### src/rtl/core_pkg.sv
// Shared definitions for the execute-stage units: M-extension funct3 codes
// and the divider state encoding.
package core_pkg;

    localparam logic [2:0] DIV_F3  = 3'b100;
    localparam logic [2:0] DIVU_F3 = 3'b101;
    localparam logic [2:0] REM_F3  = 3'b110;
    localparam logic [2:0] REMU_F3 = 3'b111;

    localparam logic [1:0] ST_IDLE = 2'd0;
    localparam logic [1:0] ST_CALC = 2'd1;
    localparam logic [1:0] ST_FIN  = 2'd2;

    typedef enum logic [1:0] {
        IDLE = ST_IDLE,
        CALC = ST_CALC,
        FIN  = ST_FIN
    } div_state_t;

endpackage

### src/rtl/div_step.sv
// One combinational restoring-division step: shift the next dividend bit into
// the partial remainder, trial-subtract the divisor, emit one quotient bit.
module div_step #(
    parameter int XLEN = 32
) (
    input  logic [XLEN-1:0] rem_in,
    input  logic [XLEN-1:0] quo_in,
    input  logic [XLEN-1:0] divisor,
    output logic [XLEN-1:0] rem_out,
    output logic [XLEN-1:0] quo_out
);

    logic [XLEN:0]   shifted;
    logic [XLEN-1:0] diff;
    logic            fits;

    // The compare is done at full XLEN+1 width; the kept difference always
    // fits in XLEN bits because the partial remainder stays below the divisor.
    always_comb begin
        shifted = {rem_in, quo_in[XLEN-1]};
        fits    = (shifted >= {1'b0, divisor});
        diff    = shifted[XLEN-1:0] - divisor;
        if (fits) begin
            rem_out = diff;
            quo_out = {quo_in[XLEN-2:0], 1'b1};
        end else begin
            rem_out = shifted[XLEN-1:0];
            quo_out = {quo_in[XLEN-2:0], 1'b0};
        end
    end

endmodule

### src/rtl/div_unit.sv
// Iterative RV32M DIV/DIVU/REM/REMU unit: one restoring step per cycle,
// Busy while iterating, single-cycle Done pulse with a registered Result.
module div_unit
    import core_pkg::*;
#(
    parameter int XLEN  = 32,
    parameter int CNT_W = 6
) (
    input  logic            CLK,
    input  logic            RST,
    input  logic            Start,
    input  logic [XLEN-1:0] Rs1,
    input  logic [XLEN-1:0] Rs2,
    input  logic [2:0]      Funct3,
    output logic [XLEN-1:0] Result,
    output logic            Busy,
    output logic            Done
);

    localparam logic [XLEN-1:0] MIN_NEG = {1'b1, {(XLEN-1){1'b0}}};

    div_state_t state, next_state;

    logic [XLEN-1:0]  dividend_q;
    logic [XLEN-1:0]  divisor_q;
    logic [XLEN-1:0]  rem_q;
    logic [CNT_W-1:0] count_q;
    logic             q_sign_q;
    logic             r_sign_q;
    logic             is_rem_q;
    logic             is_signed_q;

    logic             accept;
    logic             req_signed;
    logic             div_zero;
    logic             overflow;
    logic             last_step;
    logic [XLEN-1:0]  abs_rs1;
    logic [XLEN-1:0]  abs_rs2;
    logic [XLEN-1:0]  special_result;
    logic [XLEN-1:0]  step_rem;
    logic [XLEN-1:0]  step_quo;
    logic [XLEN-1:0]  final_result;

    div_step #(.XLEN(XLEN)) u_step (
        .rem_in  (rem_q),
        .quo_in  (dividend_q),
        .divisor (divisor_q),
        .rem_out (step_rem),
        .quo_out (step_quo)
    );

    // Request decode; the special cases bypass iteration entirely.
    always_comb begin
        accept     = Start & Funct3[2];
        req_signed = ~Funct3[0];
        div_zero   = (Rs2 == '0);
        overflow   = req_signed && (Rs1 == MIN_NEG) && (Rs2 == '1);
        abs_rs1    = (req_signed && Rs1[XLEN-1]) ? -Rs1 : Rs1;
        abs_rs2    = (req_signed && Rs2[XLEN-1]) ? -Rs2 : Rs2;
        last_step  = (count_q == CNT_W'(XLEN-1));
        special_result = '0;
        if (div_zero) begin
            special_result = Funct3[1] ? Rs1 : '1;
        end else if (overflow) begin
            special_result = Funct3[1] ? '0 : MIN_NEG;
        end
        if (is_rem_q) begin
            final_result = (r_sign_q && is_signed_q) ? -step_rem : step_rem;
        end else begin
            final_result = (q_sign_q && is_signed_q) ? -step_quo : step_quo;
        end
    end

    always_ff @(posedge CLK) begin
        if (RST) begin
            state <= IDLE;
        end else begin
            state <= next_state;
        end
    end

    always_comb begin
        next_state = state;
        Busy       = 1'b0;
        Done       = 1'b0;
        unique case (state)
            IDLE: begin
                if (accept) begin
                    next_state = (div_zero || overflow) ? FIN : CALC;
                end
            end
            CALC: begin
                Busy = 1'b1;
                if (last_step) begin
                    next_state = FIN;
                end
            end
            FIN: begin
                Done       = 1'b1;
                next_state = IDLE;
            end
            default: next_state = IDLE;
        endcase
    end

    // Result is written only when entering FIN, so it never glitches between ops.
    always_ff @(posedge CLK) begin
        if (RST) begin
            Result      <= '0;
            dividend_q  <= '0;
            divisor_q   <= '0;
            rem_q       <= '0;
            count_q     <= '0;
            q_sign_q    <= 1'b0;
            r_sign_q    <= 1'b0;
            is_rem_q    <= 1'b0;
            is_signed_q <= 1'b0;
        end else begin
            case (state)
                IDLE: begin
                    if (accept) begin
                        if (div_zero || overflow) begin
                            Result <= special_result;
                        end else begin
                            dividend_q  <= abs_rs1;
                            divisor_q   <= abs_rs2;
                            rem_q       <= '0;
                            count_q     <= '0;
                            q_sign_q    <= Rs1[XLEN-1] ^ Rs2[XLEN-1];
                            r_sign_q    <= Rs1[XLEN-1];
                            is_rem_q    <= Funct3[1];
                            is_signed_q <= req_signed;
                        end
                    end
                end
                CALC: begin
                    dividend_q <= step_quo;
                    rem_q      <= step_rem;
                    count_q    <= count_q + CNT_W'(1);
                    if (last_step) begin
                        Result <= final_result;
                    end
                end
                default: ;
            endcase
        end
    end

endmodule
### config.mk
export PLATFORM = sky130hd
export DESIGN_NAME = div_unit
export DESIGN_NICKNAME = d
export VERILOG_FILES = /design/src/rtl/core_pkg.sv /design/src/rtl/div_step.sv /design/src/rtl/div_unit.sv
export SDC_FILE = /design/constraint.sdc
export NUM_CORES = 1
export LEC_CHECK = 0
export BUFFER_PORTS_ARGS = -buffer_cell sky130_fd_sc_hd__buf_2
export CAP_MARGIN = 15
export CORE_ASPECT_RATIO = 0.5
export CORE_MARGIN = 2
export CORE_UTILIZATION = 40
export DETAILED_ROUTE_END_ITERATION = 10
export PLACE_DENSITY = 0.63
export SLEW_MARGIN = 20
export SYNTH_ARGS = -nofsm -noshare
export SYNTH_HDL_FRONTEND = slang
export SYNTH_SLANG_ARGS = --single-unit
export TNS_END_PERCENT = 20
### constraint.sdc
create_clock -name CLK -period 5.25 [get_ports CLK]
set_clock_uncertainty 0.1 [all_clocks]
set_input_delay 0 -clock CLK [delete_from_list [all_inputs] [get_ports CLK]]
set_output_delay 0 -clock CLK [all_outputs]
set_load 0.01 [all_outputs]
==> results of run 1 <==
-- cells in the final DEF (no fill, tap or decap), types with 11 or more instances in the layout --
cell type / netlist / layout
and3_1: 12 / 12
mux2i_1: 24 / 24
xnor2_1: 75 / 75
buf_2: 28 / 102
clkbuf_16: 0 / 17
nand2_1: 117 / 117
or3_1: 17 / 17
xor2_1: 53 / 53
buf_4: 3 / 25
dfxtp_1: 140 / 140
a22oi_1: 12 / 12
o21ai_1: 11 / 11
o21ai_0: 110 / 110
a311oi_1: 11 / 11
nor4_1: 32 / 29
nor2_1: 225 / 224
a222oi_1: 31 / 31
dlygate4sd3_1: 0 / 80
a21oi_1: 123 / 123
and2_1: 14 / 14
inv_1: 55 / 54
nand3_1: 14 / 14
a31oi_1: 22 / 22
ha_1: 38 / 38
o211ai_1: 25 / 25
nor3_1: 42 / 42
a211oi_1: 43 / 43
o31ai_1: 11 / 11
nand4_1: 19 / 19
-- registers in the layout, summed over array words and instances (netlist names) --
| signal | count |
|---|---|
| rem_q | 32 |
| q_sign_q | 1 |
| divisor_q | 32 |
| Result | 32 |
| r_sign_q | 1 |
| count_q | 6 |
| is_rem_q | 1 |
| state | 2 |
| dividend_q | 32 |
| is_signed_q | 1 |
-- cell usage after synthesis (all sizes together), types with 18 or more instances --
library cell / count / share of area [%]
buf: 34 / 1.6
o211ai: 25 / 1.7
xnor2: 75 / 5.8
a211oi: 44 / 3.0
mux2i: 24 / 2.1
inv: 56 / 1.9
clkbuf: 65 / 2.2
nor4: 34 / 2.1
nor3: 42 / 1.9
nor2: 226 / 7.5
or3: 18 / 1.0
nand2: 118 / 4.0
a222oi: 31 / 2.7
dfxtp: 140 / 25
a31oi: 23 / 1.3
o21ai: 122 / 5.4
nand4: 19 / 1.0
a21oi: 127 / 5.7
ha: 38 / 4.2
xor2: 53 / 4.1
-- per-stage QoR --
| stage | setup TNS [ns] | util, % | worst slack [ns] | hold WS (ns) |
|---|---|---|---|---|
| 2_1_floorplan | 0 | - | 0.4797 | -0.004360 |
| 3_3_place_gp | 0 | 43.73 | 0.3185 | 0.1913 |
| 3_5_place_dp | 0 | 43.73 | 0.2328 | 0.2000 |
| 5_1_grt | -0.005842 | 48.94 | -0.005842 | 0.03723 |
| 4_1_cts | 0 | 48.86 | 0.1995 | 0.02320 |
| 6_report | 0 | 48.94 | 0.2460 | 0.03583 |
-- area by class of cell --
class	count	area (sq um)
Inverter	56	210.2
Multi-Input combinational cell	1243	7934
Timing Repair Buffer	209	1539
Tap cell	382	478.0
Clock buffer	19	442.9
Sequential cell	140	2803
Fill cell	2827	14180
Clock inverter	13	178.9
-- how the worst min path moves through the flow --
stage,start,end,slack (ns),cells past startpoint
after global routing,Rs2[19],divisor_q[19]$_SDFFE_PP0P_,0.04,3
after CTS,Rs2[19],divisor_q[19]$_SDFFE_PP0P_,0.02,3
final,Rs2[19],divisor_q[19]$_SDFFE_PP0P_,0.04,3
after floorplan,Funct3[0],is_signed_q$_SDFFE_PP0P_,-0.004,1
after detailed placement,Rs1[0],dividend_q[0]$_SDFFE_PP0P_,0.20,3
after global placement,Rs2[0],divisor_q[0]$_SDFFE_PP0P_,0.19,3
-- tightest hold or removal path, stage by stage --
cell      delay, ns
buf_2          0.16
xor2_1         0.16
a211oi_1       0.22
-- metal layers --
layer  GRT usage (%)  wire (microns)  vias to the layer above
met3           5.123            3506                       73
met1           39.86           19300                     5907
met2           42.21           17940                      599
li1                -               -                     5958
met5               0               0                        -
met4           9.954            1172                        0
-- logic make-up (layout without fill, tap and decap cells) --
kind of cell / Yosys count / after routing / share of synthesized area [%]
multiplexers: 27 / 27 / 2.417
adder cells (fa/ha/maj): 39 / 39 / 4.371
AO/OA/AOI/OAI: 492 / 492 / 29.10
buffers and inverters: 155 / 297 / 5.607
AND/OR/NAND/NOR: 557 / 557 / 23.90
flip-flops: 140 / 140 / 24.72
XOR/XNOR: 128 / 128 / 9.890
-- what timing repair did --
item | 4_1_cts | 5_1_grt
resized for setup | 0 | 5
hold endpoints to repair | 98 | 0
setup endpoints to repair | 0 | 8
hold buffers | 80 | 0
==> results_dict.tcl, run 1 <==
set metrics [dict create \
    die_area_sq_mm 0.02978 \
    via_per_inst 6.080 \
    maxCapViolations 0 \
    die_w_microns 242.1 \
    critPathMaxFanout 50 \
    grt_overflow 0 \
    dieHeight_microns 123.0 \
    dp_hpwl_microns 30260 \
    hold_class "input pin to register" \
    num-nets-final 1776 \
    ys_ff_latch 140 \
    crit_type "register to register" \
    avgSynthCellArea_sq_um 7.371 \
    cp.depth 16 \
    period_needed_ns 5.004 \
    ff2ff_path_depth 16 \
    drtAntennaViolNets 0 \
    r2r-start "divisor_q[26]$_SDFFE_PP0P_" \
    io_buffer_count 103 \
    ys_types 90 \
    grt_pass1_wl_microns 64660 \
    yosys_warnings 0 \
    coreArea_sq_mm 0.02776 \
    dpl_cell_area_sq_mm 0.01214 \
    synth_seq_area_share_pct 24.72 \
    fin_crit_sh_pct 95.32 \
    grt.total_usage_pct 27.94 \
    setup_violations 0 \
    drt-initial-drc-count 1504 \
    row_count 43 \
    synth_top_flop_cell "dfxtp_1" \
    crit_family "compound AO/OA/AOI/OAI gates" \
    clockBufferDepth 2 \
    pin_count 104 \
    crit_chain "inv_1 -> ha_1 -> a21oi_1 -> o21ai_1 -> o21bai_1 -> o21a_2 -> nand2_4 -> buf_4 -> inv_2 -> buf_12 -> or4_1 -> o211ai_1 -> nand2_1 -> nor4_1 -> a2111oi_1 -> o221a_1" \
    drv_slew 0 \
    clock_sinks 140 \
    drt_first_pass_iters 8 \
    finalHoldViolations 0 \
    grt_pass1_vias 11230 \
    critPathSlowestCell "nor4_1" \
    drive_above_1_share_pct 12.14 \
    dp_cells 1950 \
    cp-end-kind "register" \
    diodes 0 \
    synth_nets 1647 \
    path_clk_slew_ns 0.07 \
    maxSlewHeadroom_pct 35.64 \
    place_congestion 0.9659 \
    worstPathRequired_ns 5.50 \
    tritoncts "built" \
    wl_microns 41920 \
    wl_per_cell_microns 20.33 \
    reg2reg_setup_slack_ns 0.25 \
    worst_pin_slew_ns 0.9633 \
    netlist_instances 1538 \
    cts_setup_buffers 0 \
    stdcell_count 2062 \
    r2r-end "Result[29]$_SDFFE_PP0P_" \
    critPathArrivalTime_ns 5.25 \
    path_buf_inv 4 \
    status "complete, no violations" \
    grt_max_degree 73 \
    cts_inserted_buffers 17 \
    cts_root_buf "clkbuf_16" \
    startpoint "divisor_q[26]$_SDFFE_PP0P_" \
    antenna_found_initial 0 \
    crit_path_start_kind "register" \
    async_reset_ff_share_pct 0 \
    htreeDepth 4 \
    synth_area_sq_mm 0.01134 \
    drc 0 \
    start_util_pct 40.83 \
    crit_end "Result[29]$_SDFFE_PP0P_" \
    via_count 12540 \
    crit_path_max_incr_delay_ns 0.58 \
    clock.fmax_mhz 199.8 \
    clkLatencyLatePin_ns 0.46 \
    areaGrowthSynthToFinish_pct 19.85 \
    synth_edf_count 0 \
    stdcell_area_sq_mm 0.01359 \
]
Power of run 1 is left out: the tool's default activity adds up to more than one toggle a clock period on the data nets, which glitch-free logic cannot reach.
==> run 2, diff against run 1 <==
- CORE_MARGIN: 2 -> 4
- SLEW_MARGIN: 20 -> 5
==> results_dict.tcl, run 2 (same netlist as run 1, synthesis figures left out) <==
set metrics [dict create \
    finalSetupTns_ns 0 \
    dp_hpwl_microns 30620 \
    critPathArrivalTime_ns 5.11 \
    status "finished with violations" \
    grt_pass1_vias 11450 \
    wl_microns 42260 \
    clkLatencyLatePin_ns 0.46 \
    final_common_cell "nor2_1" \
    die_w_microns 246.1 \
    critPathSlowestCell "dfxtp_1" \
    setup_violations 0 \
    tritoncts "built" \
    row_count 43 \
    drt_first_pass_iters 6 \
    pin_count 104 \
    drive_above_1_share_pct 12.22 \
    io_buffer_count 103 \
    dp_cells 1951 \
    place_congestion 0.9673 \
    drv_slew 0 \
    stdcell_area_sq_mm 0.01350 \
    clockBufferDepth 2 \
    critPathMaxFanout 7 \
    stdcell_count 2059 \
    hold_class "input pin to register" \
    wl_per_cell_microns 20.52 \
    crit_path_start_kind "register" \
    period_needed_ns 4.833 \
    worstPathRequired_ns 5.52 \
    cp-end-kind "register" \
    via_per_inst 6.066 \
    coreArea_sq_mm 0.02782 \
    diodes 0 \
    crit_chain "ha_1 -> a21oi_1 -> o21ai_1 -> a22o_1 -> o311ai_4 -> nand2_4 -> mux2i_1 -> ha_1 -> nand2b_1 -> nor4_2 -> nand2_1 -> nor4_2 -> o21ai_1 -> o41ai_2 -> xor2_1 -> a21oi_1 -> o32ai_1" \
    finalHoldViolations 1 \
    grt_pass1_wl_microns 66210 \
    dieHeight_microns 127.0 \
    htreeDepth 4 \
    hold-worst-slack_ns -0.0006982 \
    crit_path_max_incr_delay_ns 0.52 \
    violations "negative hold slack" \
    via_count 12490 \
    num-nets-final 1773 \
    drtAntennaViolNets 0 \
    fin_crit_sh_pct 92.05 \
    antenna_found_initial 0 \
    drc 0 \
    path_clk_slew_ns 0.07 \
    die_area_sq_mm 0.03126 \
    drt-initial-drc-count 1574 \
    grt_overflow 0 \
    grt.total_usage_pct 26.77 \
    cts_root_buf "clkbuf_16" \
    grt_max_degree 72 \
    maxCapViolations 0 \
    crit_type "register to register" \
    areaGrowthSynthToFinish_pct 19.06 \
    maxSlewHeadroom_pct 26.61 \
    clock_sinks 140 \
    layout_common_cells "225 x nor2_1, 140 x dfxtp_1, 123 x a21oi_1, 117 x nand2_1, 109 x o21ai_0" \
    start_util_pct 40.75 \
    cts_inserted_buffers 17 \
    dpl_cell_area_sq_mm 0.01214 \
    worst_pin_slew_ns 1.091 \
    clock.fmax_mhz 206.9 \
]
==> run 2: through the flow <==
stage,worst slack (ns),utilization [%]
floorplan,0.4797,-
global placement,0.3244,43.63
detailed placement,0.2048,43.63
CTS,0.1881,48.40
global route,-0.006081,48.52
finish,0.4172,48.52
==> run 2: timing repair <==
item,4_1_cts,5_1_grt
resized for setup,0,5
endpoints found under the setup margin,0,8
hold buffers,74,0
endpoints found under the hold margin,101,0
setup buffers,0,2
==> run 2: worst paths after layout <==
path                               from                         end  slack, ns  cells past startpoint
max              rem_q[11]$_SDFFE_PP0P_     Result[28]$_SDFFE_PP0P_       0.42                     17
min                             Rs2[17]  divisor_q[17]$_SDFFE_PP0P_    -0.0007                      3
max reg2reg      rem_q[11]$_SDFFE_PP0P_     Result[28]$_SDFFE_PP0P_       0.42                     17
min reg2reg  divisor_q[31]$_SDFFE_PP0P_  divisor_q[31]$_SDFFE_PP0P_       0.38                      2
==> run 2: final cells by class <==
cell class / count / area [sq um]
Multi-Input combinational cell: 1243 / 7930
Timing Repair Buffer: 206 / 1489
Clock inverter: 13 / 153.9
Fill cell: 2820 / 14320
Sequential cell: 140 / 2803
Tap cell: 382 / 478.0
Clock buffer: 19 / 432.9
Inverter: 56 / 210.2
==> run 2: worst max-delay path: cells and delay by family (launching register included) <==
kind	cells	cell delay, ns
compound gates	8	2.04
simple gates	5	0.99
fa+ha+maj	2	0.62
flops	1	0.52
mux	1	0.28
xor+xnor	1	0.19
==> run 2: metal layers <==
metal	vias up	global-route usage [%]	part of all wire, %
li1	5938	-	-
met1	5937	38.32	45
met2	551	40.70	43
met3	64	6.061	8.8
met4	0	7.198	2.3
met5	-	0	0
Power of run 2 is left out for the same reason.
==> run 3, diff against run 2 <==
--- a/config.mk
+++ b/config.mk
@@ -13,3 +13,3 @@
 export DETAILED_ROUTE_END_ITERATION = 10
-export PLACE_DENSITY = 0.63
+export PLACE_DENSITY_LB_ADDON = 0.1
 export SLEW_MARGIN = 5
==> constraint.sdc (replaced) <==
create_clock -name CLK -period 5.25 [get_ports CLK]
set_clock_uncertainty 0.1 [all_clocks]
set_input_delay 1.05 -clock CLK [delete_from_list [all_inputs] [get_ports CLK]]
set_output_delay 1.05 -clock CLK [all_outputs]
set_load 0.01 [all_outputs]
==> results_dict.tcl, run 3 (same netlist as run 1, synthesis figures left out) <==
set metrics [dict create \
    diodes 0 \
    hold_class "register to register" \
    area.sequential_sq_mm 0.002803 \
    drt-initial-drc-count 1490 \
    final_common_cell "nor2_1" \
    via_count 12280 \
    crit_family "compound AO/OA/AOI/OAI gates" \
    period_needed_ns 4.902 \
    crit_chain "inv_1 -> ha_1 -> inv_1 -> fa_1 -> a211oi_1 -> o21ai_1 -> a31oi_2 -> mux2i_1 -> o22ai_1 -> nor4_1 -> buf_4 -> o221ai_2 -> nor2_2 -> a311oi_1 -> a2111oi_1 -> o221a_1" \
    maxSlewHeadroom_pct 29.88 \
    wl_microns 44170 \
    drtAntennaViolNets 0 \
    htreeDepth 4 \
    drv_slew 0 \
    via_per_inst 6.153 \
    maxCapViolations 0 \
    cts_root_buf "clkbuf_16" \
    dp_hpwl_microns 33470 \
    critPathSlowestCell "a211oi_1" \
    stdcell_area_sq_mm 0.01284 \
    io_buffer_count 103 \
    cp-end-kind "register" \
    drc 0 \
    worstPathRequired_ns 5.54 \
    layout_common_cells "225 x nor2_1, 140 x dfxtp_1, 123 x a21oi_1, 117 x nand2_1, 110 x o21ai_0" \
    dp_cells 1964 \
    place_congestion 0.9432 \
    wl_per_cell_microns 22.13 \
    finalHoldViolations 0 \
    cts_inserted_buffers 17 \
    areaGrowthSynthToFinish_pct 13.24 \
    setup_violations 0 \
    fillers 2834 \
    worst_pin_slew_ns 1.052 \
    path_buf_inv 3 \
    clkLatencyLatePin_ns 0.46 \
    cts_hold_buf 0 \
    grt.total_usage_pct 27.57 \
    die_area_sq_mm 0.03126 \
    fin_crit_sh_pct 93.37 \
    critPathArrivalTime_ns 5.20 \
    stdcell_count 1996 \
    coreArea_sq_mm 0.02782 \
    dpl_cell_area_sq_mm 0.01223 \
    drive_above_1_share_pct 13.51 \
    crit_path_start_kind "register" \
    antenna_found_initial 0 \
    path_common_cell "inv_1" \
    grt_overflow 0 \
    tritoncts "built" \
    dieHeight_microns 127.0 \
    status "complete, no violations" \
    critPathMaxFanout 6 \
    crit_type "register to register" \
    path_clk_slew_ns 0.07 \
    drt_first_pass_iters 8 \
    utilization_pct 46.15 \
    start_util_pct 40.75 \
    clock_sinks 140 \
    grt_pass1_vias 11080 \
    crit_path_max_incr_delay_ns 0.52 \
    finalSetupTns_ns 0 \
    pin_count 104 \
    multiInputGateArea_sq_mm 0.007936 \
    grt_pass1_wl_microns 67450 \
    num-nets-final 1711 \
    clock.fmax_mhz 204.0 \
    row_count 43 \
    rsz0062_at_grt "no" \
    clockBufferDepth 2 \
    grt_max_degree 68 \
    die_w_microns 246.1 \
]
[run 3: layer usage]
metal  vias up  wire, microns  global-route usage (%)
met5         -              0                       0
met4         0            790                   6.698
met3        41           3647                   4.551
met2       524          18350                   39.39
met1      5913          21380                   42.74
li1       5804              -                       -
[run 3: final timing paths]
kind	end	from	cells after the start	slack, ns
worst min register to register	divisor_q[31]$_SDFFE_PP0P_	divisor_q[31]$_SDFFE_PP0P_	2	0.37
worst max-delay path	Result[29]$_SDFFE_PP0P_	dividend_q[31]$_SDFFE_PP0P_	16	0.35
worst min-delay path	divisor_q[31]$_SDFFE_PP0P_	divisor_q[31]$_SDFFE_PP0P_	2	0.37
worst max register to register	Result[29]$_SDFFE_PP0P_	dividend_q[31]$_SDFFE_PP0P_	16	0.35
[run 3: what timing repair did]
action | in CTS | in global routing
buffers inserted | 0 | 1
setup endpoints to repair | 0 | 7
resized for setup | 0 | 5
[run 3: cell type report]
| type | count | area share [%] |
|---|---|---|
| repair buffers | 144 | 6.530 |
| multi-input cells | 1243 | 61.82 |
| well taps | 382 | 3.723 |
| inverters | 56 | 1.637 |
| clock inverters | 13 | 1.033 |
| flip-flops and latches | 140 | 21.83 |
| clock buffers | 18 | 3.421 |
[run 3: through the flow]
| step | hold slack, ns | setup WS, ns |
|---|---|---|
| final | 0.3730 | 0.3480 |
| after global routing | 0.3971 | 0.01773 |
| after CTS | 0.3771 | 0.2527 |
| after detailed placement | 0.3666 | 0.1135 |
| after global placement | 0.3605 | 0.1726 |
| after floorplan | 0.3461 | 0.4797 |
[run 3: worst min-delay path, stage by stage, from the launching register on]
cell and delay [ns]:
dfxtp_1 0.31, nand2b_1 0.06, a21oi_1 0.05
Power of run 3 is left out for the same reason.
